$ cat src/rtl/oc_arb_pkg.sv
// oc_arb_pkg: FSM state encodings and the width helper shared by the oc_bus_arbiter files
package oc_arb_pkg;

    typedef enum logic [1:0] {
        ST_IDLE  = 2'b00,
        ST_GRANT = 2'b01,
        ST_TURN  = 2'b10
    } st_t;

    // Index width for n requesters, never below one bit.
    function automatic int clog2(input int n);
        int r;
        r = 1;
        while ((1 << r) < n) r++;
        return r;
    endfunction

endpackage

$ cat src/rtl/oc_arb_rr_pick.sv
// oc_arb_rr_pick: combinational round-robin picker
//   elig   - eligible request mask (req & ~lockout)
//   ptr    - index of the previous winner; the search starts at (ptr+1) mod N
//   valid  - any eligible request present
//   idx    - winner index
//   onehot - winner one-hot
module oc_arb_rr_pick
    import oc_arb_pkg::*;
#(
    parameter int N = 4
) (
    input  logic [N-1:0]        elig,
    input  logic [clog2(N)-1:0] ptr,
    output logic                valid,
    output logic [clog2(N)-1:0] idx,
    output logic [N-1:0]        onehot
);

    localparam int W = clog2(N);

    logic [W:0] s;

    always_comb begin
        valid = 1'b0;
        idx   = '0;
        s     = '0;
        // Walk offsets farthest-first so the requester nearest after ptr is written last and wins;
        // the wrap is mod N, not mod 2^W.
        for (int i = N; i >= 1; i--) begin
            s = {1'b0, ptr} + (W+1)'(i);
            s = (s >= (W+1)'(N)) ? s - (W+1)'(N) : s;
            if (elig[s[W-1:0]]) begin
                valid = 1'b1;
                idx   = s[W-1:0];
            end
        end
        onehot = valid ? N'(1) << idx : '0;
    end

endmodule

$ cat src/rtl/oc_bus_arbiter.sv
// oc_bus_arbiter: round-robin owner arbiter for a wired-AND open-collector bus line
//   clk    - clock, rising edge
//   clr_n  - asynchronous active-low reset
//   req    - level request per requester, held for the whole ownership
//   bus_n  - sampled wired-AND line level (low = pulled down)
//   gnt    - registered one-hot grant
//   oe_n   - active-low driver enables, always ~gnt
//   owner  - index of the current or last grantee
//   tout   - one-cycle pulse on forced release
//   fault  - sticky flag: line seen low while nobody owns it
// Define OCARB_TIMEOUT_EN to cap a grant at HOLD_MAX cycles and lock out the offender until
// it drops req; without it a grant lasts as long as req is held and tout stays 0.
module oc_bus_arbiter
    import oc_arb_pkg::*;
#(
    parameter int N        = 4,
    parameter int TURN_CYC = 1,
    parameter int HOLD_MAX = 15
) (
    input  logic                clk,
    input  logic                clr_n,
    input  logic [N-1:0]        req,
    input  logic                bus_n,
    output logic [N-1:0]        gnt,
    output logic [N-1:0]        oe_n,
    output logic [clog2(N)-1:0] owner,
    output logic                tout,
    output logic                fault
);

    localparam int W = clog2(N);

    if (N < 2 || N > 8 || TURN_CYC < 1 || TURN_CYC > 15 || HOLD_MAX < 2 || HOLD_MAX > 255) begin : g_bad_param
        $error("oc_bus_arbiter: parameter out of range");
    end

    st_t          state, n_state;
    logic [N-1:0] n_gnt, lockout, elig, p_oh;
    logic [W-1:0] ptr, n_ptr, n_owner, p_idx;
    logic [3:0]   cnt, n_cnt;
    logic         p_valid, grab, drop, hold_exp, n_fault;

    assign elig = req & ~lockout;

    oc_arb_rr_pick #(.N(N)) u_pick (
        .elig   (elig),
        .ptr    (ptr),
        .valid  (p_valid),
        .idx    (p_idx),
        .onehot (p_oh)
    );

    // A new grant is taken from IDLE or at the end of the dead time.
    assign grab = p_valid && (state == ST_IDLE || (state == ST_TURN && cnt == 4'd0));
    assign drop = state == ST_GRANT && (!req[owner] || hold_exp);

    always_ff @(posedge clk or negedge clr_n) begin
        if (!clr_n) begin
            state <= ST_IDLE;
            gnt   <= '0;
            owner <= '0;
            ptr   <= W'(N - 1);
            cnt   <= '0;
            fault <= 1'b0;
        end else begin
            state <= n_state;
            gnt   <= n_gnt;
            owner <= n_owner;
            ptr   <= n_ptr;
            cnt   <= n_cnt;
            fault <= n_fault;
        end
    end

    always_comb begin
        n_state = state;
        n_gnt   = gnt;
        n_owner = owner;
        n_ptr   = ptr;
        n_cnt   = cnt;
        n_fault = fault | (state == ST_IDLE && !bus_n);
        case (state)
            ST_IDLE:  n_state = ST_IDLE;
            ST_GRANT: begin
                n_state = drop ? ST_TURN : ST_GRANT;
                n_gnt   = drop ? '0 : gnt;
                n_cnt   = drop ? 4'(TURN_CYC - 1) : cnt;
            end
            ST_TURN:  begin
                n_cnt   = (cnt != 4'd0) ? cnt - 4'd1 : cnt;
                n_state = (cnt == 4'd0) ? ST_IDLE : ST_TURN;
            end
            default:  begin
                n_state = ST_IDLE;
                n_gnt   = '0;
            end
        endcase
        if (grab) begin
            n_state = ST_GRANT;
            n_gnt   = p_oh;
            n_owner = p_idx;
            n_ptr   = p_idx;
        end
    end

    always_comb oe_n = ~gnt;

`ifdef OCARB_TIMEOUT_EN
    logic [7:0] hcnt;

    assign hold_exp = state == ST_GRANT && req[owner] && hcnt == 8'(HOLD_MAX);

    // hcnt reads 1 on the first grant cycle; a lockout bit clears once its req is seen low.
    always_ff @(posedge clk or negedge clr_n) begin
        if (!clr_n) begin
            hcnt    <= '0;
            lockout <= '0;
            tout    <= 1'b0;
        end else begin
            hcnt    <= grab ? 8'd1 : (state == ST_GRANT) ? hcnt + 8'd1 : hcnt;
            lockout <= (lockout & req) | (hold_exp ? N'(1) << owner : '0);
            tout    <= hold_exp;
        end
    end
`else
    assign hold_exp = 1'b0;
    assign lockout  = '0;
    assign tout     = 1'b0;
`endif

endmodule

$ cat config.mk
export PLATFORM = sky130hd
export DESIGN_NAME = oc_bus_arbiter
export DESIGN_NICKNAME = d
export VERILOG_FILES = /design/src/rtl/oc_arb_pkg.sv /design/src/rtl/oc_arb_rr_pick.sv /design/src/rtl/oc_bus_arbiter.sv
export SDC_FILE = /design/constraint.sdc
export NUM_CORES = 1
export LEC_CHECK = 0
export ABC_CLOCK_PERIOD_IN_PS = 3850
export BUFFER_PORTS_ARGS = -buffer_cell sky130_fd_sc_hd__buf_2
export CORE_MARGIN = 5
export CORE_UTILIZATION = 45
export CTS_BUF_LIST = sky130_fd_sc_hd__clkbuf_8 sky130_fd_sc_hd__clkbuf_16
export DETAILED_ROUTE_END_ITERATION = 10
export GPL_ROUTABILITY_DRIVEN = 0
export PLACE_DENSITY = 0.64
export RECOVER_POWER = 25
export SLEW_MARGIN = 20
export SYNTH_ARGS = -nofsm -noshare
export SYNTH_HDL_FRONTEND = slang
export SYNTH_HIERARCHICAL = 1
export SYNTH_SLANG_ARGS = --single-unit
$ cat constraint.sdc
create_clock -name clk -period 3.85 [get_ports clk]
set_input_delay 0.385 -clock clk [delete_from_list [all_inputs] [get_ports clk]]
set_output_delay 0.385 -clock clk [all_outputs]
set_load 0.005 [all_outputs]
# [Word level (Yosys, flattened, before mapping)]
# Cells that the tools add are included.
[totals] inputBits=7 register_bits=15 elab_cells=79 output_inout_bits=12
[op_classes] reduce_logical=14 add_sub_neg=9 mux=32 eq_ne=6 n_shift=1 n_lt_le_gt_ge=9 bitwise=2
[ops] cell="$mux W2" n=11
[ops] cell="$mux W4" n=4
[ops] cell="$pmux W4 S2" n=2
[ops] cell="$lt A2 B3 Y1 const B" n=5
[ops] cell="$ge A3 B3 Y1 const B" n=4
[ops] cell="$bmux W1 S2" n=5
[ops] cell="$mux W1" n=9
[ops] cell="$sub A2 B1 Y2 const B" n=4
[ops] cell="$add A2 B2 Y3 const B" n=2
[ops] cell="$logic_and A1 B1 Y1" n=4
[ops] cell="$logic_not A4 Y1" n=1
[ops] cell="$ne A2 B1 Y1 const B" n=2
[ops] cell="$not A4 Y4" n=1
[ops] cell="$pmux W2 S2" n=1
[ops] cell="$reduce_bool A4 Y1" n=1
[ops] cell="$shl A1 B2 Y4 const A" n=1
[ops] cell="$sub A4 B1 Y4 const B" n=1
[ops] cell="$add A2 B1 Y3 const B" n=1
[ops] cell="$add A2 B3 Y3 const B" n=1
[ops] cell="$ne A3 B3 Y1 const B" n=1
[ops] cell="$reduce_and A3 Y1" n=1
[ops] cell="$eq A2 B1 Y1 const B" n=1
[ops] cell="$eq A2 B2 Y1 const B" n=1
[ops] cell="$logic_not A1 Y1" n=2
[ops] cell="7 further kinds" n=7

# [Longest topological paths before layout]
[logic_depth] ltp_word=12 depth_mapped=7 mapped_depth_nobuf=6

# [Modules after synthesis]
# The synthesis kept the hierarchy.
[by_module_without_submodules] module="oc_bus_arbiter" instances=1 seq_area_each_um2=377.9 cells_each=80 area_each_um2=827.0
[by_module_without_submodules] module="oc_arb_rr_pick" instances=1 seq_area_each_um2=0.0 cells_each=28 area_each_um2=165.2

# [Worst setup path before layout]
# No wires, ideal clock.
[synth_path] path_type="register to register" startpoint="register cnt[0]" endpoint="register state[1]" path_slack_ps=2026 n_path_buf=1 required_ps=3730 setup_ps=120 arrival_time_ps=1704 stages_incl_launch_ff=7 period_less_slack_ps=1824 path_cell_list="dfrtp_1 -> inv_1 -> ha_1 -> nor3b_1 -> a31oi_1 -> clkbuf_1 -> and3_1"
[synth_via] elab_chain_len=5 elab_cells_between_ends=7 cone_classes="mux (3); reduce/logical (4)"
[synth_lines] item="start, declared" line_no="oc_bus_arbiter.sv:40" text="logic [3:0] cnt, n_cnt;"
[synth_lines] item="start signal, assigned" line_no="oc_bus_arbiter.sv:70" text="cnt <= n_cnt;"
[synth_lines] item="$logic_not A4 Y1 *" line_no="oc_bus_arbiter.sv:54, oc_bus_arbiter.sv:91"
[synth_lines] item="branches (longest 3 deep; another with $mux W2)"
[synth_lines] item="$mux W2 *" line_no="oc_bus_arbiter.sv:98" text="if (grab) begin"
[synth_lines] item="via n_state[1]" line_no="oc_bus_arbiter.sv:37" text="st_t state, n_state;"
[synth_lines] item="end signal, assigned" line_no="oc_bus_arbiter.sv:66" text="state <= n_state;"
[synth_lines] item="end, declared" line_no="oc_bus_arbiter.sv:37"
# Mark *: on every way through the listed nets, which the timed path passes.
# A chain may end at the register's enable or synchronous reset.

# [Worst setup path in the final report]
[layout_path] startpoint="register cnt[0]" endpoint="register owner[1]"
[layout_via] elab_chain_len=4
[layout_lines] item="$logic_not A4 Y1" line_no="oc_bus_arbiter.sv:54" text="assign grab = p_valid && (state == ST_IDLE || (state == ST_TURN && cnt == 4'd0));"
[layout_lines] item="$logic_and A1 B1 Y1" line_no="oc_bus_arbiter.sv:54"
[layout_lines] item="$logic_or A1 B1 Y1" line_no="oc_bus_arbiter.sv:54"
[layout_lines] item="$logic_and A1 B1 Y1" line_no="oc_bus_arbiter.sv:54"
[layout_lines] item="end signal, assigned" line_no="oc_bus_arbiter.sv:68" text="owner <= n_owner;"
[layout_lines] item="end, declared" line_no="oc_bus_arbiter.sv:26" text="output logic [clog2(N)-1:0] owner,"
# No other way between the ends.

==> results.yml <==
global_routing:
  grt_pass1_vias: 782
  antenna_found_initial: 0
  track_usage_pct: 12.93
  grt.busiest_layer: "met2"
  grtUsageMet2_pct: 20.39
  gr-total-overflow: 0
  grt_start_max_net_pins: 16
  use_met3_pct: 2.941
  grt_pass1_wl_um: 3408
  grtUsageMet1_pct: 17.20
clock_network:
  post_cts_buffers: 0
  numClockSinks: 15
  cts_root_buf: "clkbuf_8"
  cts_buffers: 3
  cts_resized: 0
  clk_latency_ns: 0.24
  cts_tree: "built"
  clock_path_buffers: 2
  cts-htree-levels: 1
  clk_pin_slew_worst_paths_ns: 0.06
  cts-hold-fix-buffers: 0
layout:
  layout_common_cells: "inv_1 (18), buf_2 (16), dfrtp_1 (13)"
  area_growth_pct: 14.50
  fin_area_um2: 1136
  n_antenna_cell: 0
  fillers: 219
  final_nets: 138
  post_route_cells_drive_above_1_share_pct: 31.20
  final_common_cell: "inv_1"
  finish.utilization_pct: 52.88
sta:
  finalHoldViolations: 0
  setup_tns_ns: 0
  setup_viol: 0
  tightest_slew_ns: 0.8121
  min_period_ns: 2.149
  max_slew_margin_pct: 45.86
  finalMaxSlewViolations: 0
  rsz0062_at_grt: "false"
  holdWs_ns: 0.2058
  fin_skew_ns: 0.002019
  timing.fmax_ghz: 0.4653
  min_period_over_period_pct: 55.83
place:
  place_area_um2: 1085
  numPortBuffers: 17
  dp_hpwl_um: 1452
worst_setup_path:
  critPathArrivalTime_ns: 2.28
  rr_endpoint: "owner[1]"
  r2r_start: "cnt[0]"
  start_kind: "flip-flop"
  crit_fanout: 14
  crit_start: "cnt[0]"
  endpoint: "owner[1]"
  required_ns: 3.98
  reg2reg_depth: 5
  critical_path_class: "flip-flop to flip-flop"
  reg2reg_setup_slack_ns: 1.70
  end_kind: "flip-flop"
synthesis:
  synth.net_count: 120
  yosysSeqAreaShare_pct: 38.08
  synth_cell_type_count: 41
  synth_seq_cells: 15
  synth_async_sr_flop_share_pct: 100.0
  synth_area_um2: 992.2
  yosysWarningCount: 6
  synthFlopType: "dfrtp_1"
  avgSynthCellArea_um2: 9.187
  synth_edf_count: 0
  syn_inst: 108
floorplanning:
  die_h_um: 56.96
  core_um2: 2148
  start_util_pct: 46.19
  die-area_um2: 3244
  num_io_pins: 19
  placementRows: 17
  die_w_um: 56.96
pwr:
  p_per_area_nw_per_um2: 670.2
  ir_drop_v: 0.0004458
  leakage_nw: 0.5384
routing:
  viasPerCell: 5.294
  wl_um: 1907
  wl_per_cell_um: 12.46
  dr.pass1.iters: 4
  drtIter0Drc: 16
  ant_nets: 0
  drc: 0
  route.vias.total: 810
worst_hold_path:
  worstHoldPathType: "input port to asynchronous set/reset pin"
flow_run:
  drv_cap: 0
status:
  status: "complete, no violations"
==> per-stage QoR <==
stage                     power [mW]  instances  worst slack (ns)
after floorplan               0.5522        108             2.026
after global placement        0.6305        149             1.540
after detailed placement      0.6364        149             1.494
after CTS                     0.7659        153             1.555
after global routing          0.8324        153             1.504
final                         0.7615        153             1.701
==> cell type report <==
| cell class | instances | area, µm² | share of cell area (%) |
|---|---|---|---|
| Inverter | 19 | 71.32 | 6.278 |
| Multi-Input combinational cell | 70 | 521.8 | 45.93 |
| Clock inverter | 1 | 5.005 | 0.4405 |
| Timing Repair Buffer | 17 | 83.83 | 7.379 |
| Sequential cell | 15 | 377.9 | 33.26 |
| Tap cell | 28 | 35.03 | 3.084 |
| Clock buffer | 3 | 41.29 | 3.634 |
==> cells by family after synthesis <==
family                   share of synthesized area, %
AND/OR/NAND/NOR                                 19.30
AO/OA/AOI/OAI                                   19.17
buffers and inverters                           9.961
flip-flops                                      38.08
multiplexers                                    6.809
adder cells (fa/ha/maj)                         6.305
other                                          0.3779
==> power by group <==
part / switching, mW / internal [mW]
logic: 0.196 / 0.181
clock network: 0.0541 / 0.0716
registers: 0.0454 / 0.214
total: 0.295 / 0.466
==> how the worst min path moves through the flow <==
stage / slack (ns) / from / to
floorplan: 0.09 / clr_n / cnt[0]
global placement: 0.31 / clr_n / cnt[3]
detailed placement: 0.31 / clr_n / cnt[3]
CTS: 0.04 / clr_n / cnt[3]
global route: 0.28 / clr_n / state[1]
finish: 0.21 / clr_n / state[1]
==> cells in the mapped netlist, drive strengths merged (2+ instances only) <==
cell    number  area share (%)
a21oi        5             2.9
mux2         4             4.5
nand2        9             3.4
ha           5             6.3
or3          3             1.9
nand2b       6             4.5
buf          3             2.4
and3         2             1.3
nor2         4             1.8
a21o         2             2.3
and2         2             1.5
o22ai        8             5.0
dfstp        2             5.3
dfrtp       13              33
inv         19             7.2
a22o         2             1.9
nor3         5             3.0
==> layer usage <==
layer	vias to the layer above	routed length, µm
li1	404	-
met1	384	871
met2	20	916
met3	2	99
met4	0	19
met5	-	0
==> critical path, cell delays in order (launching register included) <==
cell and delay (ns):
dfrtp_1 0.41, inv_1 0.09, ha_1 0.17, nor3b_1 0.59, a31oi_2 0.40, mux2_2 0.37
==> registers in the layout, indices dropped and copies added (netlist names) <==
register	flops
cnt	4
gnt	4
owner	2
ptr	2
state	2
fault	1
Power figures use the tool's default switching activity.
